## src/rtl/mult_pkg.sv

```systemverilog
// Shared types and helpers for the sequential multiplier.
// State encoding and iteration-counter width function.
package mult_pkg;

    typedef enum logic [1:0] {
        S_IDLE = 2'd0,
        S_RUN  = 2'd1,
        S_DONE = 2'd2
    } state_t;

    function automatic int cnt_w(input int n);
        return $clog2(n) + 1;
    endfunction

endpackage

```

## src/rtl/mult_seq_nbit_if.sv

```systemverilog
// Start/done handshake bundle for mult_seq_nbit.
// Optional ovf signal exists only when MULT_OVF_EN is defined.
interface mult_seq_nbit_if #(parameter int N = 32);

    logic           start;
    logic [N-1:0]   a;
    logic [N-1:0]   b;
    logic           busy;
    logic           done;
    logic [2*N-1:0] product;
`ifdef MULT_OVF_EN
    logic           ovf;
`endif

    modport master (
        output start, a, b,
`ifdef MULT_OVF_EN
        input  ovf,
`endif
        input  busy, done, product
    );

    modport slave (
        input  start, a, b,
`ifdef MULT_OVF_EN
        output ovf,
`endif
        output busy, done, product
    );

endinterface

```

## src/rtl/rca_Nbit.sv

```systemverilog
// N-bit ripple-carry adder.
// Carry ripples LSB to MSB through one full adder per bit.
module rca_Nbit #(
    parameter int N = 32
) (
    input  logic [N-1:0] a,
    input  logic [N-1:0] b,
    input  logic         cin,
    output logic [N-1:0] S,
    output logic         cout
);

    logic [N:0] c;

    assign c[0] = cin;
    assign cout = c[N];

    for (genvar i = 0; i < N; i++) begin : g_fa
        assign S[i]   = a[i] ^ b[i] ^ c[i];
        assign c[i+1] = (a[i] & b[i]) | (c[i] & (a[i] ^ b[i]));
    end

endmodule

```

## src/rtl/mult_seq_nbit.sv

```systemverilog
// Sequential unsigned shift-and-add multiplier, one add per clock.
// Define MULT_OVF_EN to add a registered ovf flag (HI != 0).
module mult_seq_nbit
    import mult_pkg::*;
#(
    parameter int N = 32
) (
    input logic           clk,
    input logic           rst,
    mult_seq_nbit_if.slave bus
);

    localparam int CW = cnt_w(N);

    state_t         state;
    state_t         state_nx;
    logic [N-1:0]   mcand;
    logic [N-1:0]   acc;
    logic [N-1:0]   mq;
    logic [CW-1:0]  cnt;
    logic [N-1:0]   addend;
    logic [N-1:0]   sum;
    logic           c_out;
    logic           accept;
    logic           last;

    assign accept = bus.start &&
                    ((state == S_IDLE) || (state == S_DONE));
    assign last   = (state == S_RUN) && (cnt == CW'(N - 1));
    assign addend = mq[0] ? mcand : '0;

    rca_Nbit #(.N(N)) u_rca (
        .a    (acc),
        .b    (addend),
        .cin  (1'b0),
        .S    (sum),
        .cout (c_out)
    );

    // State register; reset overrides any start on the same edge.
    always_ff @(posedge clk) begin
        if (rst) state <= S_IDLE;
        else     state <= state_nx;
    end

    // Next-state: start accepted from IDLE or DONE, N iterations in RUN.
    always_comb begin
        state_nx = state;
        unique case (1'b1)
            state == S_IDLE: state_nx = bus.start ? S_RUN : S_IDLE;
            state == S_RUN:  state_nx = last ? S_DONE : S_RUN;
            state == S_DONE: state_nx = bus.start ? S_RUN : S_IDLE;
            default:         state_nx = S_IDLE;
        endcase
    end

    // Status outputs decoded from the registered state.
    always_comb begin
        bus.busy = (state == S_RUN);
        bus.done = (state == S_DONE);
    end

    // Datapath: capture operands, then shift {carry,sum,mq} right once per cycle.
    always_ff @(posedge clk) begin
        if (rst) begin
            mcand <= '0;
            acc   <= '0;
            mq    <= '0;
            cnt   <= '0;
        end else if (accept) begin
            mcand <= bus.a;
            acc   <= '0;
            mq    <= bus.b;
            cnt   <= '0;
        end else if (state == S_RUN) begin
            acc   <= {c_out, sum[N-1:1]};
            mq    <= {sum[0], mq[N-1:1]};
            cnt   <= cnt + CW'(1);
        end
    end

    assign bus.product = {acc, mq};

`ifdef MULT_OVF_EN
    logic ovf_q;

    // Overflow flag: HI of the final product is nonzero, held until next start.
    always_ff @(posedge clk) begin
        if (rst)         ovf_q <= 1'b0;
        else if (accept) ovf_q <= 1'b0;
        else if (last)   ovf_q <= ({c_out, sum[N-1:1]} != '0);
    end

    assign bus.ovf = ovf_q;
`endif

endmodule

```

## src/flat_wrapper.sv

```systemverilog
// flat-port wrapper written by rule: the top's interface ports become plain ports
module mult_seq_nbit_flat import mult_pkg::*;
#(
    parameter int N = 32
)
  (clk, rst, bus_start, bus_a, bus_b, bus_busy, bus_done, bus_product);
  mult_seq_nbit_if #(.N(N)) bus_i ();
  input logic clk;
  input logic rst;
  input wire logic [$bits(bus_i.start)-1:0] bus_start;
  input wire logic [$bits(bus_i.a)-1:0] bus_a;
  input wire logic [$bits(bus_i.b)-1:0] bus_b;
  output wire logic [$bits(bus_i.busy)-1:0] bus_busy;
  output wire logic [$bits(bus_i.done)-1:0] bus_done;
  output wire logic [$bits(bus_i.product)-1:0] bus_product;
  assign bus_i.start = bus_start;
  assign bus_i.a = bus_a;
  assign bus_i.b = bus_b;
  assign bus_busy = bus_i.busy;
  assign bus_done = bus_i.done;
  assign bus_product = bus_i.product;
  mult_seq_nbit #(.N(N)) u_core (.clk(clk), .rst(rst), .bus(bus_i));
endmodule
```

## config.mk

```make
export PLATFORM = sky130hd
export DESIGN_NAME = mult_seq_nbit_flat
export DESIGN_NICKNAME = d
export VERILOG_FILES = /design/src/rtl/mult_pkg.sv /design/src/rtl/mult_seq_nbit_if.sv /design/src/rtl/rca_Nbit.sv /design/src/rtl/mult_seq_nbit.sv /design/src/flat_wrapper.sv
export SDC_FILE = /design/constraint.sdc
export NUM_CORES = 1
export LEC_CHECK = 0
export CORE_ASPECT_RATIO = 0.7
export CORE_UTILIZATION = 44
export DETAILED_ROUTE_END_ITERATION = 10
export PLACE_DENSITY = 0.78
export REMOVE_ABC_BUFFERS = 1
export SKIP_CTS_REPAIR_TIMING = 1
export SYNTH_ARGS = -nofsm -noshare
export SYNTH_HDL_FRONTEND = slang
export SYNTH_SLANG_ARGS = --single-unit
```

## constraint.sdc

```tcl
create_clock -name clk -period 11.5 [get_ports clk]
set_input_delay 1.15 -clock clk [delete_from_list [all_inputs] [get_ports clk]]
set_output_delay 1.15 -clock clk [all_outputs]
set_load 0.005 [all_outputs]
```

# Yosys cells after proc, flatten, opt, wreduce, memory -nomap -nowiden
# Index checks and enable logic that the tools add are counted.
word_totals:
  ff_bits: 104
  latchBits: 0
  mem_bits_rw: 0
  rom_bits: 0
  output_inout_bits: 66
  n_memories: 0
classes:
  add_sub_neg: 1
  mul: 0
  n_div: 0
  n_lt_le_gt_ge: 0
  n_eq_ne: 3
  shift: 0
  muxes: 6
  bitwise_logic: 157
  reduce_logical: 7
ops:
  columns: ["op", "count"]
  rows:
  - ["$mux 32", 3]
  - ["$and 1x1->1", 63]
  - ["$xor 1x1->1", 63]
  - ["$or 1x1->1", 31]
  - ["$add 6x1->6 const B", 1]
  - ["$eq 6x5->1 const B", 1]
  - ["$pmux 2 s2", 1]
  - ["$reduce_or 2->1", 2]
  - ["$eq 2x1->1 const B", 1]
  - ["$eq 2x2->1 const B", 1]
  - ["$logic_and 1x1->1", 2]
  - ["$logic_not 2->1", 1]
  - ["$mux 2", 1]
  - ["$reduce_bool 2->1", 1]
  - ["$logic_or 1x1->1", 1]
  - ["$mux 1", 1]

# Longest topological paths before layout
logic_depth:
  depth_word: 64
  mapped_depth: 40

# By module
# Synthesis repeated with hierarchy kept, for this count alone.
unflattened:
  hier_cells: 574
  hier_area_um2: 4749.6
modules_own_cells:
  columns: ["module", "instances", "cells_per_inst", "area_per_inst_um2", "seq_area_each_um2"]
  rows:
  - ["mult_seq_nbit", 1, 532, 4071.4, 2082.0]
  - ["rca_Nbit", 1, 42, 678.2, 0.0]

# Worst setup path after synthesis
# Ideal clock, no wire load.
synth_path:
  path_kind: "register to register"
  startpoint: "register u_core.mq[0]"
  endpoint: "register u_core.acc[30]"
  setup_time_ns: 0.079
  arrival_ns: 12.291
  required_time_ns: 11.421
  path_slack_ns: -0.871
  path_stages_with_launch: 41
  n_path_buf: 1
  cell_sequence: "dfxtp_1 > clkbuf_1 > and2_1 > ha_1 > inv_1 > fa_1 > fa_1 > inv_1 > fa_1 > fa_1 > fa_1 > fa_1 > fa_1 > fa_1 > fa_1 > fa_1 > fa_1 > fa_1 > (+5 left out) > inv_1 > fa_1 > fa_1 > fa_1 > fa_1 > fa_1 > fa_1 > fa_1 > fa_1 > fa_1 > fa_1 > fa_1 > fa_1 > fa_1 > fa_1 > inv_1 > fa_1 > a211oi_2"
synth_via:
  elab_chain_len: 63
  elab_cells_between_ends: 124
  cone_classes: "1 x mux; 123 x bitwise"
synth_rtl:
  columns: ["item", "line", "source"]
  rows:
  - ["from (decl)", "mult_seq_nbit.sv:19", "logic [N-1:0] mq;"]
  - ["from (signal assigned)", "mult_seq_nbit.sv:73", "mq <= bus.b;"]
  - ["from (signal assigned)", "mult_seq_nbit.sv:77", "mq <= {sum[0], mq[N-1:1]};"]
  - ["$mux 32 *", "mult_seq_nbit.sv:30", "assign addend = mq[0] ? mcand : '0;"]
  - ["$and 1x1->1 or $xor 1x1->1 (tied branches)", "rca_Nbit.sv:20", "assign c[i+1] = (a[i] & b[i]) | (c[i] & (a[i] ^ b[i]));"]
  - ["$and 1x1->1", "rca_Nbit.sv:20", null]
  - ["$or 1x1->1", "rca_Nbit.sv:20", null]
  - ["$and 1x1->1", "rca_Nbit.sv:20", null]
  - ["$or 1x1->1", "rca_Nbit.sv:20", null]
  - ["$and 1x1->1", "rca_Nbit.sv:20", null]
  - ["$or 1x1->1", "rca_Nbit.sv:20", null]
  - ["(+47 left out)", null, null]
  - ["$or 1x1->1", "rca_Nbit.sv:20", null]
  - ["$and 1x1->1", "rca_Nbit.sv:20", null]
  - ["$or 1x1->1", "rca_Nbit.sv:20", null]
  - ["$and 1x1->1", "rca_Nbit.sv:20", null]
  - ["$or 1x1->1", "rca_Nbit.sv:20", null]
  - ["$and 1x1->1", "rca_Nbit.sv:20", null]
  - ["$or 1x1->1", "rca_Nbit.sv:20", null]
  - ["$xor 1x1->1 *", "rca_Nbit.sv:19", "assign S[i] = a[i] ^ b[i] ^ c[i];"]
  - ["to (signal assigned)", "mult_seq_nbit.sv:76", "acc <= {c_out, sum[N-1:1]};"]
  - ["to (decl)", "mult_seq_nbit.sv:18", "logic [N-1:0] acc;"]
# Every way passes the cells marked *; elsewhere a longest branch is shown, timed or not.
# A chain may end at the register's enable or synchronous reset.

# Final worst setup path
layout_path:
  startpoint: "register u_core.mcand[0]"
  endpoint: "register u_core.acc[30]"
layout_via:
  elab_chain_len: 63
layout_rtl:
  columns: ["item", "line", "source"]
  rows:
  - ["from (decl)", "mult_seq_nbit.sv:17", "logic [N-1:0] mcand;"]
  - ["from (signal assigned)", "mult_seq_nbit.sv:71", "mcand <= bus.a;"]
  - ["$mux 32", "mult_seq_nbit.sv:30", null]
  - ["$and 1x1->1 (2 in a row)", "rca_Nbit.sv:20", null]
  - ["$or 1x1->1", "rca_Nbit.sv:20", null]
  - ["$and 1x1->1", "rca_Nbit.sv:20", null]
  - ["$or 1x1->1", "rca_Nbit.sv:20", null]
  - ["$and 1x1->1", "rca_Nbit.sv:20", null]
  - ["$or 1x1->1", "rca_Nbit.sv:20", null]
  - ["$and 1x1->1", "rca_Nbit.sv:20", null]
  - ["(+46 left out)", null, null]
  - ["$or 1x1->1", "rca_Nbit.sv:20", null]
  - ["$and 1x1->1", "rca_Nbit.sv:20", null]
  - ["$or 1x1->1", "rca_Nbit.sv:20", null]
  - ["$and 1x1->1", "rca_Nbit.sv:20", null]
  - ["$or 1x1->1", "rca_Nbit.sv:20", null]
  - ["$and 1x1->1", "rca_Nbit.sv:20", null]
  - ["$or 1x1->1", "rca_Nbit.sv:20", null]
  - ["$xor 1x1->1", "rca_Nbit.sv:19", null]
# No other way between the ends.

==> flow_summary.yaml <==
worst_setup_path:
  worstPathRequired_ns: 11.77
  slowest_delay_ns: 0.44
  cp_slowest_cell: "fa_2"
  worstRegToRegCells: 39
  cp-end-kind: "flip-flop"
  rrSetupSlack_ns: -0.11
  rr_endpoint: "u_core.acc[30]"
  cp-start-kind: "flip-flop"
  critPathMaxFanout: 2
  cpMostUsedCell: "fa_2"
  r2r-start: "u_core.mcand[0]"
  arrival_ns: 11.88
  worstSetupPathType: "flip-flop to flip-flop"
grt:
  antenna_found_initial: 0
  grt.total_usage: 0.220
  grt_max_degree: 75
  grt-ovfl-total: 0
  grt_pass1_wl_mm: 19.5
  grt_pass1_vias: 4024
hold_path:
  whs_path_depth: 2
  min_path_type: "flip-flop to flip-flop"
  min_to: "u_core.mcand[7]"
  hold_start: "u_core.mcand[7]"
yosys:
  yosysMostFrequentCell: "nand2_1"
  ys_seq_elements: 104
  synth_top_family_by_area: "simple AND/OR/NAND/NOR gates"
  synth-warning-count: 0
  synth_cell_types: 34
  synth_xor_area_frac: 0.00364
  yosys.area_share.simple: 0.212
  syn_area_um2: 4820
  seq_area_frac_synth: 0.432
  async_flop_share: 0
  synth_common_cells: "186 x nand2_1, 104 x dfxtp_1, 61 x a21oi_1"
  synth_top_area_cell: "dfxtp_1"
  synth_edf_count: 0
  synthMuxAreaShare: 0.00208
  syn_inst: 566
  synthTopCellsByArea: "dfxtp_1 43%, nand2_1 14%, fa_1 13%"
  ys.flop_type: "dfxtp_1"
  synth_top_area_share: 0.432
  synth_compound_area_frac: 0.157
  synth_adder_area_share: 0.134
  syn_avg_cell_area_um2: 8.51
final_layout:
  drive_gt1_frac: 0.109
  final_cells: 826
  nNetsFinal: 774
  finish.utilization: 0.622
  fin_area_um2: 6540
  multi_input_area_um2: 2560
  fill_cells: 927
  seq_area_um2: 2080
  n_antenna_cell: 0
  area_growth_pct: 35.8
cts:
  cts_buffer_depth: 2
  cts_made_buffers: 9
  clk_pin_slew_worst_paths_ns: 0.07
  tritoncts: "done"
  clkSinkCount: 104
  root_buffer: "clkbuf_16"
  clk_latency_ns: 0.35
  cts.htree.levels: 3
placement:
  hpwl_mm: 7.81
  place_area_um2: 6160
  portBuffers: 132
  dp_slack_ns: -1.20
  dp_cells: 811
  gp_congestion: 0.781
power:
  max-vdd-ir-drop_v: 0.0000678
  p_leak_nw: 2.30
  power.density_nw_per_um2: 125
  power.total_mw: 0.816
sta:
  worst_slack_ns: -0.106
  fin_crit_sh: 1.01
  maxSlewHeadroom: 0.384
  worstMarginPinSlew_ns: 0.922
  skew_ns: 0.00619
  fmax_mhz: 86.2
  rsz0062_at_grt: "yes"
  post-route-min-period_ns: 11.61
  setup_viol: 1
  whs_ns: 0.451
  drv_slew: 0
  hold_viol: 0
  setup_tns_ns: -0.106
floorplanning:
  num_rows: 31
  start_util: 0.458
  die_y_um: 89.5
  dieWidth_um: 127
  ios: 133
  coreArea_um2: 10500
  dieArea_um2: 11400
routing:
  post_drt_via_cell_ratio: 5.05
  drt_iter0_markers: 266
  wl_per_cell_um: 14.4
  via_count: 4169
  ant_nets: 0
  drt_pass1_iterations: 5
  routed_wl_mm: 11.9
  drc: 0
outcome:
  status: "complete, but fails checks"
  violations: "setup timing"
job:
  drv_cap: 0
## routing by layer
metal | vias to the layer above | share of wire | wire length (um) | GRT usage
met5 | - | 0 | 0 | 0
met1 | 1955 | 0.46 | 5500 | 0.291
met3 | 17 | 0.050 | 594 | 0.0551
met2 | 127 | 0.47 | 5630 | 0.362
met4 | 0 | 0.013 | 150 | 0.0617
li1 | 2070 | - | - | -
## worst max-delay path by stage
stage / from / end / slack, ns / cells past startpoint
after global routing: u_core.mcand[0] / u_core.acc[30] / -0.42 / 39
after CTS: u_core.mcand[0] / u_core.acc[30] / -1.24 / 39
final: u_core.mcand[0] / u_core.acc[30] / -0.11 / 39
after detailed placement: u_core.mcand[0] / u_core.acc[30] / -1.20 / 39
after floorplan: u_core.mq[0] / u_core.acc[30] / -0.93 / 39
after global placement: u_core.mcand[0] / u_core.acc[30] / -0.99 / 39
## logic make-up after synthesis
family                     after synthesis
xor gates and xnor gates                 2
and+or+nand+nor                        239
DFF                                    104
adders and majority gates               33
muxes                                    1
AOI/OAI and AO/OA                      133
buffers and inverters                   54
## layout by cell type (no fill, tap or decap), types with 2 or more instances in the layout
cell	netlist	routed
o22ai_1	2	2
inv_2	1	5
clkbuf_16	0	9
buf_4	8	7
o21ai_1	31	31
clkinv_2	0	3
inv_1	10	5
a21oi_1	61	61
o31ai_1	2	2
xnor2_1	2	2
a31oi_1	30	30
fa_2	0	31
or3_1	2	2
nor3_1	5	5
clkdlybuf4s50_1	0	132
nor2_1	7	7
nand2_1	186	186
dfxtp_1	104	103
a211oi_2	5	5
and2_1	28	27
## flip-flops by register name, summed over array words and instances, names as in the netlist
signal / cells
u_core.state: 2
u_core.acc: 32
u_core.cnt: 6
u_core.mcand: 32
u_core.mq: 32
## critical path: cells and delay by family (launching register included)
kind / cells / cell delay, ns
AOI/OAI and AO/OA: 1 / 0.17
adders and majority gates: 32 / 10.64
and+or+nand+nor: 1 / 0.15
buffers and inverters: 5 / 0.26
DFF: 1 / 0.32
## area by class of cell
type | count | area share
well taps | 148 | 0.0283
clock inverters | 4 | 0.00689
clock buffers | 11 | 0.0371
inverters | 12 | 0.00803
repair buffers | 139 | 0.210
flip-flops and latches | 104 | 0.318
multi-input cells | 408 | 0.391
## power by group
group          total [mW]  switching (mW)  internal [mW]
logic               0.122          0.0611         0.0605
clock network       0.301           0.129          0.172
registers           0.393          0.0134          0.380
Note: power is estimated with default switching activity, not from simulation.
